<file path="config.mk">
export PLATFORM = sky130hd
export DESIGN_NAME = regfile_port_ctrl_flat
export DESIGN_NICKNAME = d
export VERILOG_FILES = /design/src/rtl/regfile_port_ctrl_if.sv /design/src/rtl/regfile_port_ctrl.sv /design/src/flat_wrapper.sv
export SDC_FILE = /design/constraint.sdc
export NUM_CORES = 1
export LEC_CHECK = 0
export ABC_CLOCK_PERIOD_IN_PS = 3900
export BUFFER_PORTS_ARGS = -buffer_cell sky130_fd_sc_hd__buf_4
export CORE_AREA = 3 3 193 195
export CTS_CLUSTER_DIAMETER = 60
export DETAILED_ROUTE_END_ITERATION = 10
export DIE_AREA = 0 0 196 198
export SLEW_MARGIN = 20
export SYNTH_ARGS = -nofsm -noshare
export SYNTH_HDL_FRONTEND = slang
export SYNTH_SLANG_ARGS = --single-unit
</file>
<file path="constraint.sdc">
create_clock -name clk -period 3.9 [get_ports clk]
set_input_delay 0.195 -clock clk [delete_from_list [all_inputs] [get_ports clk]]
set_output_delay 0.195 -clock clk [all_outputs]
set_load 0.01 [all_outputs]
</file>
<file path="src/rtl/regfile_port_ctrl_if.sv">
// Bundle of the writeback, operand-fetch and register-file signals handled by
// regfile_port_ctrl. master = pipeline/register-file side, slave = controller.
interface regfile_port_ctrl_if #(
  parameter int DATA_W = 64,
  parameter int ADDR_W = 5
);
  logic              wr0_valid;
  logic [ADDR_W-1:0] wr0_addr;
  logic [DATA_W-1:0] wr0_data;
  logic              wr0_ready;
  logic              wr1_valid;
  logic [ADDR_W-1:0] wr1_addr;
  logic [DATA_W-1:0] wr1_data;
  logic              wr1_ready;
  logic              rd_valid;
  logic [ADDR_W-1:0] rd_addra;
  logic [ADDR_W-1:0] rd_addrb;
  logic              rd_ready;
  logic              rsp_valid;
  logic [DATA_W-1:0] rsp_a;
  logic [DATA_W-1:0] rsp_b;
  logic              rf_we;
  logic [ADDR_W-1:0] rf_rw;
  logic [ADDR_W-1:0] rf_ra;
  logic [ADDR_W-1:0] rf_rb;
  logic [DATA_W-1:0] rf_din;
  logic [DATA_W-1:0] rf_douta;
  logic [DATA_W-1:0] rf_doutb;
  logic              init_done;

  modport master (
    output wr0_valid, wr0_addr, wr0_data, wr1_valid, wr1_addr, wr1_data,
    output rd_valid, rd_addra, rd_addrb, rf_douta, rf_doutb,
    input  wr0_ready, wr1_ready, rd_ready, rsp_valid, rsp_a, rsp_b,
    input  rf_we, rf_rw, rf_ra, rf_rb, rf_din, init_done
  );

  modport slave (
    input  wr0_valid, wr0_addr, wr0_data, wr1_valid, wr1_addr, wr1_data,
    input  rd_valid, rd_addra, rd_addrb, rf_douta, rf_doutb,
    output wr0_ready, wr1_ready, rd_ready, rsp_valid, rsp_a, rsp_b,
    output rf_we, rf_rw, rf_ra, rf_rb, rf_din, init_done
  );
endinterface

</file>
<file path="src/rtl/regfile_port_ctrl.sv">
// Single-port register file controller: zero-clearing sweep after reset, then
// round-robin between two writers and a starvation-bounded dual reader.
module regfile_port_ctrl #(
  parameter int DATA_W   = 64,
  parameter int ADDR_W   = 5,
  parameter int MAX_WAIT = 4
) (
  input logic               clk,
  input logic               rst_n,
  regfile_port_ctrl_if.slave bus
);

  typedef enum logic {INIT, RUN} state_t;

  localparam logic [3:0] WAIT_LIM = 4'(MAX_WAIT);

  state_t            state, state_nxt;
  logic [ADDR_W-1:0] sc;
  logic [3:0]        starve;
  logic              prefer_wr1;
  logic [ADDR_W-1:0] ra_q, rb_q;
  logic              rsp_valid_q;
  logic              init_done_q;

  logic              grant_w0, grant_w1, grant_rd;
  logic              we;
  logic [ADDR_W-1:0] rw;
  logic [DATA_W-1:0] din;

  always_ff @(posedge clk or negedge rst_n) begin
    if (!rst_n) state <= INIT;
    else        state <= state_nxt;
  end

  always_comb begin
    state_nxt = state;
    grant_w0  = 1'b0;
    grant_w1  = 1'b0;
    grant_rd  = 1'b0;
    we        = 1'b0;
    rw        = bus.wr0_addr;
    din       = bus.wr0_data;
    unique case (state)
      INIT: begin
        // rst_n gate keeps the array untouched while reset is held.
        we  = rst_n;
        rw  = sc;
        din = '0;
        if (sc == '1) state_nxt = RUN;
      end
      RUN: begin
        if (bus.rd_valid && starve == WAIT_LIM)   grant_rd = 1'b1;
        else if (bus.wr0_valid && bus.wr1_valid) begin
          if (prefer_wr1) grant_w1 = 1'b1;
          else            grant_w0 = 1'b1;
        end
        else if (bus.wr0_valid)                  grant_w0 = 1'b1;
        else if (bus.wr1_valid)                  grant_w1 = 1'b1;
        else if (bus.rd_valid)                   grant_rd = 1'b1;
        if (grant_w1) begin
          rw  = bus.wr1_addr;
          din = bus.wr1_data;
        end
        // Register 0 writes are accepted but never reach the array.
        we = (grant_w0 && bus.wr0_addr != '0) || (grant_w1 && bus.wr1_addr != '0);
      end
      default: ;
    endcase
  end

  always_ff @(posedge clk or negedge rst_n) begin
    if (!rst_n) begin
      sc          <= '0;
      starve      <= '0;
      prefer_wr1  <= 1'b0;
      ra_q        <= '0;
      rb_q        <= '0;
      rsp_valid_q <= 1'b0;
      init_done_q <= 1'b0;
    end else begin
      if (state == INIT) begin
        sc <= sc + 1'b1;
        if (sc == '1) init_done_q <= 1'b1;
      end
      rsp_valid_q <= grant_rd;
      if (grant_rd) begin
        ra_q <= bus.rd_addra;
        rb_q <= bus.rd_addrb;
      end
      if (grant_rd || !bus.rd_valid) starve <= '0;
      else if (starve != WAIT_LIM)   starve <= starve + 1'b1;
      if (grant_w0)      prefer_wr1 <= 1'b1;
      else if (grant_w1) prefer_wr1 <= 1'b0;
    end
  end

  assign bus.wr0_ready = grant_w0;
  assign bus.wr1_ready = grant_w1;
  assign bus.rd_ready  = grant_rd;
  assign bus.rf_we     = we;
  assign bus.rf_rw     = rw;
  assign bus.rf_din    = din;
  assign bus.rf_ra     = grant_rd ? bus.rd_addra : ra_q;
  assign bus.rf_rb     = grant_rd ? bus.rd_addrb : rb_q;
  assign bus.rsp_valid = rsp_valid_q;
  assign bus.rsp_a     = bus.rf_douta;
  assign bus.rsp_b     = bus.rf_doutb;
  assign bus.init_done = init_done_q;

endmodule
</file>
<file path="src/flat_wrapper.sv">
// flat-port wrapper written by rule: the top's interface ports become plain ports
module regfile_port_ctrl_flat 
#(
  parameter int DATA_W   = 64,
  parameter int ADDR_W   = 5,
  parameter int MAX_WAIT = 4
)
  (clk, rst_n, bus_wr0_valid, bus_wr0_addr, bus_wr0_data, bus_wr1_valid, bus_wr1_addr, bus_wr1_data, bus_rd_valid, bus_rd_addra, bus_rd_addrb, bus_rf_douta, bus_rf_doutb, bus_wr0_ready, bus_wr1_ready, bus_rd_ready, bus_rsp_valid, bus_rsp_a, bus_rsp_b, bus_rf_we, bus_rf_rw, bus_rf_ra, bus_rf_rb, bus_rf_din, bus_init_done);
  regfile_port_ctrl_if #(.DATA_W(DATA_W), .ADDR_W(ADDR_W)) bus_i ();
  input logic clk;
  input logic rst_n;
  input wire logic [$bits(bus_i.wr0_valid)-1:0] bus_wr0_valid;
  input wire logic [$bits(bus_i.wr0_addr)-1:0] bus_wr0_addr;
  input wire logic [$bits(bus_i.wr0_data)-1:0] bus_wr0_data;
  input wire logic [$bits(bus_i.wr1_valid)-1:0] bus_wr1_valid;
  input wire logic [$bits(bus_i.wr1_addr)-1:0] bus_wr1_addr;
  input wire logic [$bits(bus_i.wr1_data)-1:0] bus_wr1_data;
  input wire logic [$bits(bus_i.rd_valid)-1:0] bus_rd_valid;
  input wire logic [$bits(bus_i.rd_addra)-1:0] bus_rd_addra;
  input wire logic [$bits(bus_i.rd_addrb)-1:0] bus_rd_addrb;
  input wire logic [$bits(bus_i.rf_douta)-1:0] bus_rf_douta;
  input wire logic [$bits(bus_i.rf_doutb)-1:0] bus_rf_doutb;
  output wire logic [$bits(bus_i.wr0_ready)-1:0] bus_wr0_ready;
  output wire logic [$bits(bus_i.wr1_ready)-1:0] bus_wr1_ready;
  output wire logic [$bits(bus_i.rd_ready)-1:0] bus_rd_ready;
  output wire logic [$bits(bus_i.rsp_valid)-1:0] bus_rsp_valid;
  output wire logic [$bits(bus_i.rsp_a)-1:0] bus_rsp_a;
  output wire logic [$bits(bus_i.rsp_b)-1:0] bus_rsp_b;
  output wire logic [$bits(bus_i.rf_we)-1:0] bus_rf_we;
  output wire logic [$bits(bus_i.rf_rw)-1:0] bus_rf_rw;
  output wire logic [$bits(bus_i.rf_ra)-1:0] bus_rf_ra;
  output wire logic [$bits(bus_i.rf_rb)-1:0] bus_rf_rb;
  output wire logic [$bits(bus_i.rf_din)-1:0] bus_rf_din;
  output wire logic [$bits(bus_i.init_done)-1:0] bus_init_done;
  assign bus_i.wr0_valid = bus_wr0_valid;
  assign bus_i.wr0_addr = bus_wr0_addr;
  assign bus_i.wr0_data = bus_wr0_data;
  assign bus_i.wr1_valid = bus_wr1_valid;
  assign bus_i.wr1_addr = bus_wr1_addr;
  assign bus_i.wr1_data = bus_wr1_data;
  assign bus_i.rd_valid = bus_rd_valid;
  assign bus_i.rd_addra = bus_rd_addra;
  assign bus_i.rd_addrb = bus_rd_addrb;
  assign bus_i.rf_douta = bus_rf_douta;
  assign bus_i.rf_doutb = bus_rf_doutb;
  assign bus_wr0_ready = bus_i.wr0_ready;
  assign bus_wr1_ready = bus_i.wr1_ready;
  assign bus_rd_ready = bus_i.rd_ready;
  assign bus_rsp_valid = bus_i.rsp_valid;
  assign bus_rsp_a = bus_i.rsp_a;
  assign bus_rsp_b = bus_i.rsp_b;
  assign bus_rf_we = bus_i.rf_we;
  assign bus_rf_rw = bus_i.rf_rw;
  assign bus_rf_ra = bus_i.rf_ra;
  assign bus_rf_rb = bus_i.rf_rb;
  assign bus_rf_din = bus_i.rf_din;
  assign bus_init_done = bus_i.init_done;
  regfile_port_ctrl #(.DATA_W(DATA_W), .ADDR_W(ADDR_W), .MAX_WAIT(MAX_WAIT)) u_core (.clk(clk), .rst_n(rst_n), .bus(bus_i));
endmodule
</file>
==> impl_metrics.tcl <==
set metrics [dict create \
    cpLargestDelayFamily "simple AND/OR/NAND/NOR gates" \
    rows 69 \
    min_path_type "input port to flip-flop" \
    num_io_pins 494 \
    ctsHoldBuffers 1 \
    post_drt_via_cell_ratio 3.234 \
    crit_path_end_kind "output port" \
    core_region_sq_mm 0.03557 \
    crit_buf_inv 3 \
    port_buffers 237 \
    antenna_found_initial 0 \
    drt-met1-wl_microns 6041 \
    synthesis.instances 450 \
    highest_layer "met4" \
    mean_instance_size_in_the_synthesized_netlist_sq_um 6.676 \
    dominantRegCellSynth "sky130_fd_sc_hd__dfrtp_1" \
    drv_cap 0 \
    synth_cell_types 32 \
    post-route-min-period_ps 2936 \
    final_clock_period_utilization_by_the_worst_path_pct 75.28 \
    floorplan.die.width_microns 196 \
    hold_slack_ps 169.2 \
    gp_congestion 0.7572 \
    cellPowerDensity_mw_per_mm2 250.3 \
    r2r-start "u_core.starve[0]$_DFFE_PN0P_" \
    worstReg2RegEnd "u_core.prefer_wr1$_DFFE_PN0P_" \
    route.detailed.wl_per_inst_microns 19.91 \
    critical_path.slowest_cell "sky130_fd_sc_hd__and3_2" \
    fmax_ghz 0.3406 \
    clock_tree.htree_level_count 1 \
    firstDrtPassIters 4 \
    synth_enable_flop_cells 0 \
    clock_sink_count 23 \
    cp_num_cells 8 \
    met3WireLength_microns 2832 \
    met2RoutedLength_microns 10250 \
    tightest_pin_transition_ps 1046 \
    status "finished, final reports clean" \
    crit_path_max_incr_delay_ps 800 \
    drv_slew 0 \
    die_height_microns 198 \
    yosys_warnings 0 \
    ir_worst_vdd_uv 210.9 \
    cts_resized 0 \
    synth_top_cell_area_share_pct 32.24 \
    max-clock-path-buffers 2 \
    route.detailed.drc 0 \
    final_layout_size_suffix_gt1_share_pct 46.68 \
    critPathLaunch "u_core.starve[0]$_DFFE_PN0P_" \
    mostFrequentLayoutCells "239 x sky130_fd_sc_hd__buf_4, 142 x sky130_fd_sc_hd__nand2_1, 65 x sky130_fd_sc_hd__a21oi_1, 23 x sky130_fd_sc_hd__dfrtp_1, 11 x sky130_fd_sc_hd__nor2_1" \
    final.setup.worst_slack_ps 964.0 \
    antenna-diode-count 0 \
    p_leak_nw 2.123 \
    dpl.cell_count 998 \
    initial_utilization_pct 8.446 \
    dp_slack_ps 1217 \
    cts_made_buffers 3 \
    cp_cell_sequence "inv_1, ha_1, nand4b_1, and3_2, buf_12, nand2_1, a21oi_1, buf_4" \
    worstPathArrival_ps 2740 \
    first_global_vias 3281 \
    crit_end "bus_rf_din[34]" \
    path_class "flip-flop to output port" \
    ff2ff_path_depth 6 \
    ys_seq_elements 23 \
    netlist_top_cells_area "sky130_fd_sc_hd__buf_4 32%, sky130_fd_sc_hd__dfrtp_1 19%, sky130_fd_sc_hd__nand2_1 18%" \
    worstSetupStartpointType "flip-flop" \
    synth_fp_nets 735 \
    post-dp-hpwl_microns 17420 \
    setup_repair_after_global_routing_missed_its_margin "no" \
    clock_latency_ps 260 \
    netlist_area_sq_mm 0.003004 \
    grt_usage_pct 9.334 \
    filler_cell_count 4168 \
    post-cts-setup-buffers 0 \
    dr.first_iter.drc_count 126 \
    area_delta_synth_final_pct 46.90 \
    clockRootBuffer "sky130_fd_sc_hd__clkbuf_16" \
    netlist.top_cell.by_area "sky130_fd_sc_hd__buf_4" \
    fin_worst_skew_ps 5.643 \
    dr_total_vias 3244 \
    first_pass_grt_wire_length_microns 25680 \
    antenna_violating_nets_post_route 0 \
    tritoncts "built" \
    design_power_total_w 0.001105 \
    postRouteWirelength_microns 19970 \
    clkSlewWorstSetupHoldPaths_ps 60 \
    leading_cell_type_in_the_layout_fill_and_taps_excluded "sky130_fd_sc_hd__buf_4" \
    rrSetupSlack_ps 1500 \
    cp_max_fo 36 \
    num-nets-final 828 \
    synth_seq_area_share_pct 19.16 \
    slew_headroom_pct 30.16 \
    fp.dieArea_sq_mm 0.03881 \
    final_cells 1003 \
    worstHoldPathCells 2 \
    report.final.hold_viol_count 0 \
    finalSetupViolCount 0 \
    async_reset_ff_share_pct 100.0 \
    required_ps 3700 \
    setup-tns-final_ps 0 \
    globalRouteOverflowTotal 0 \
    grt_max_degree 71 \
]
## report_power, final
group	switching, W	leakage [nW]	internal, W
logic	0.000295	1.80	0.000307
registers	0.00000812	0.285	0.000266
clock network	0.0000890	0.0382	0.000140
total	0.000393	2.12	0.000712
## cell families (layout without fill, tap and decap cells)
kind of cell | count (synthesis) | count (layout) | share of synthesized area, %
compound gates | 79 | 79 | 13.95
xor+xnor | 5 | 5 | 1.458
fa+ha+maj | 4 | 4 | 1.666
buf+inv | 158 | 250 | 36.73
flops | 23 | 23 | 19.16
mux | 12 | 12 | 4.498
simple gates | 169 | 169 | 22.53
## metrics by stage
step | instance area (sq um) | util [%]
after floorplan | 3004 | -
after global placement | 4324 | 12.16
after detailed placement | 4324 | 12.16
after CTS | 4413 | 12.41
after global routing | 4413 | 12.41
final | 4413 | 12.41
## worst reg2reg max path: stages, from the launching register on
cell,delay (ps)
sky130_fd_sc_hd__dfrtp_1,370
sky130_fd_sc_hd__inv_1,80
sky130_fd_sc_hd__ha_1,240
sky130_fd_sc_hd__nand4b_1,210
sky130_fd_sc_hd__nand3_4,680
sky130_fd_sc_hd__nor2_1,520
sky130_fd_sc_hd__o22ai_1,140
## per-layer routing
metal	up-vias	track usage, %
li1	1505	-
met1	1433	8.560
met2	230	16.95
met3	76	5.343
met4	0	3.935
met5	-	0
## layout make-up
| type | count | area (sq um) | share of cell area (%) |
|---|---|---|---|
| Timing Repair Buffer | 241 | 1824 | 41.34 |
| Multi-Input combinational cell | 269 | 1339 | 30.34 |
| Tap cell | 461 | 576.8 | 13.07 |
| Sequential cell | 23 | 575.6 | 13.04 |
| Clock buffer | 4 | 78.83 | 1.786 |
| Inverter | 5 | 18.77 | 0.4253 |
## worst min path at each step
stage / start / end / slack (ps)
global placement: rst_n / u_core.rb_q[2]$_DFF_PN0_ / 120
detailed placement: rst_n / u_core.rb_q[2]$_DFF_PN0_ / 120
CTS: bus_rd_addra[3] / u_core.ra_q[3]$_DFF_PN0_ / 160
global route: bus_rd_addra[3] / u_core.ra_q[3]$_DFF_PN0_ / 180
floorplan: rst_n / u_core.bus.init_done$_DFFE_PN0P_ / -100
finish: bus_rd_addra[3] / u_core.ra_q[3]$_DFF_PN0_ / 170
## flip-flops by register name, indices dropped and copies added (netlist names)
register	flops
u_core.ra_q	5
u_core.rb_q	5
u_core.sc	5
u_core.starve	4
u_core.bus.init_done	1
u_core.bus.rsp_valid	1
u_core.prefer_wr1	1
u_core.state	1
## cell usage after synthesis (all sizes together) (3+ instances only)
cell type and n:
buf 145, nand2 142, a21oi 65, dfrtp 23
mux2 12, nor2 11, clkbuf 8, a31oi 7
inv 5, xnor2 5, ha 4, nand3 3
No activity file was read; power rests on OpenSTA's default activity.
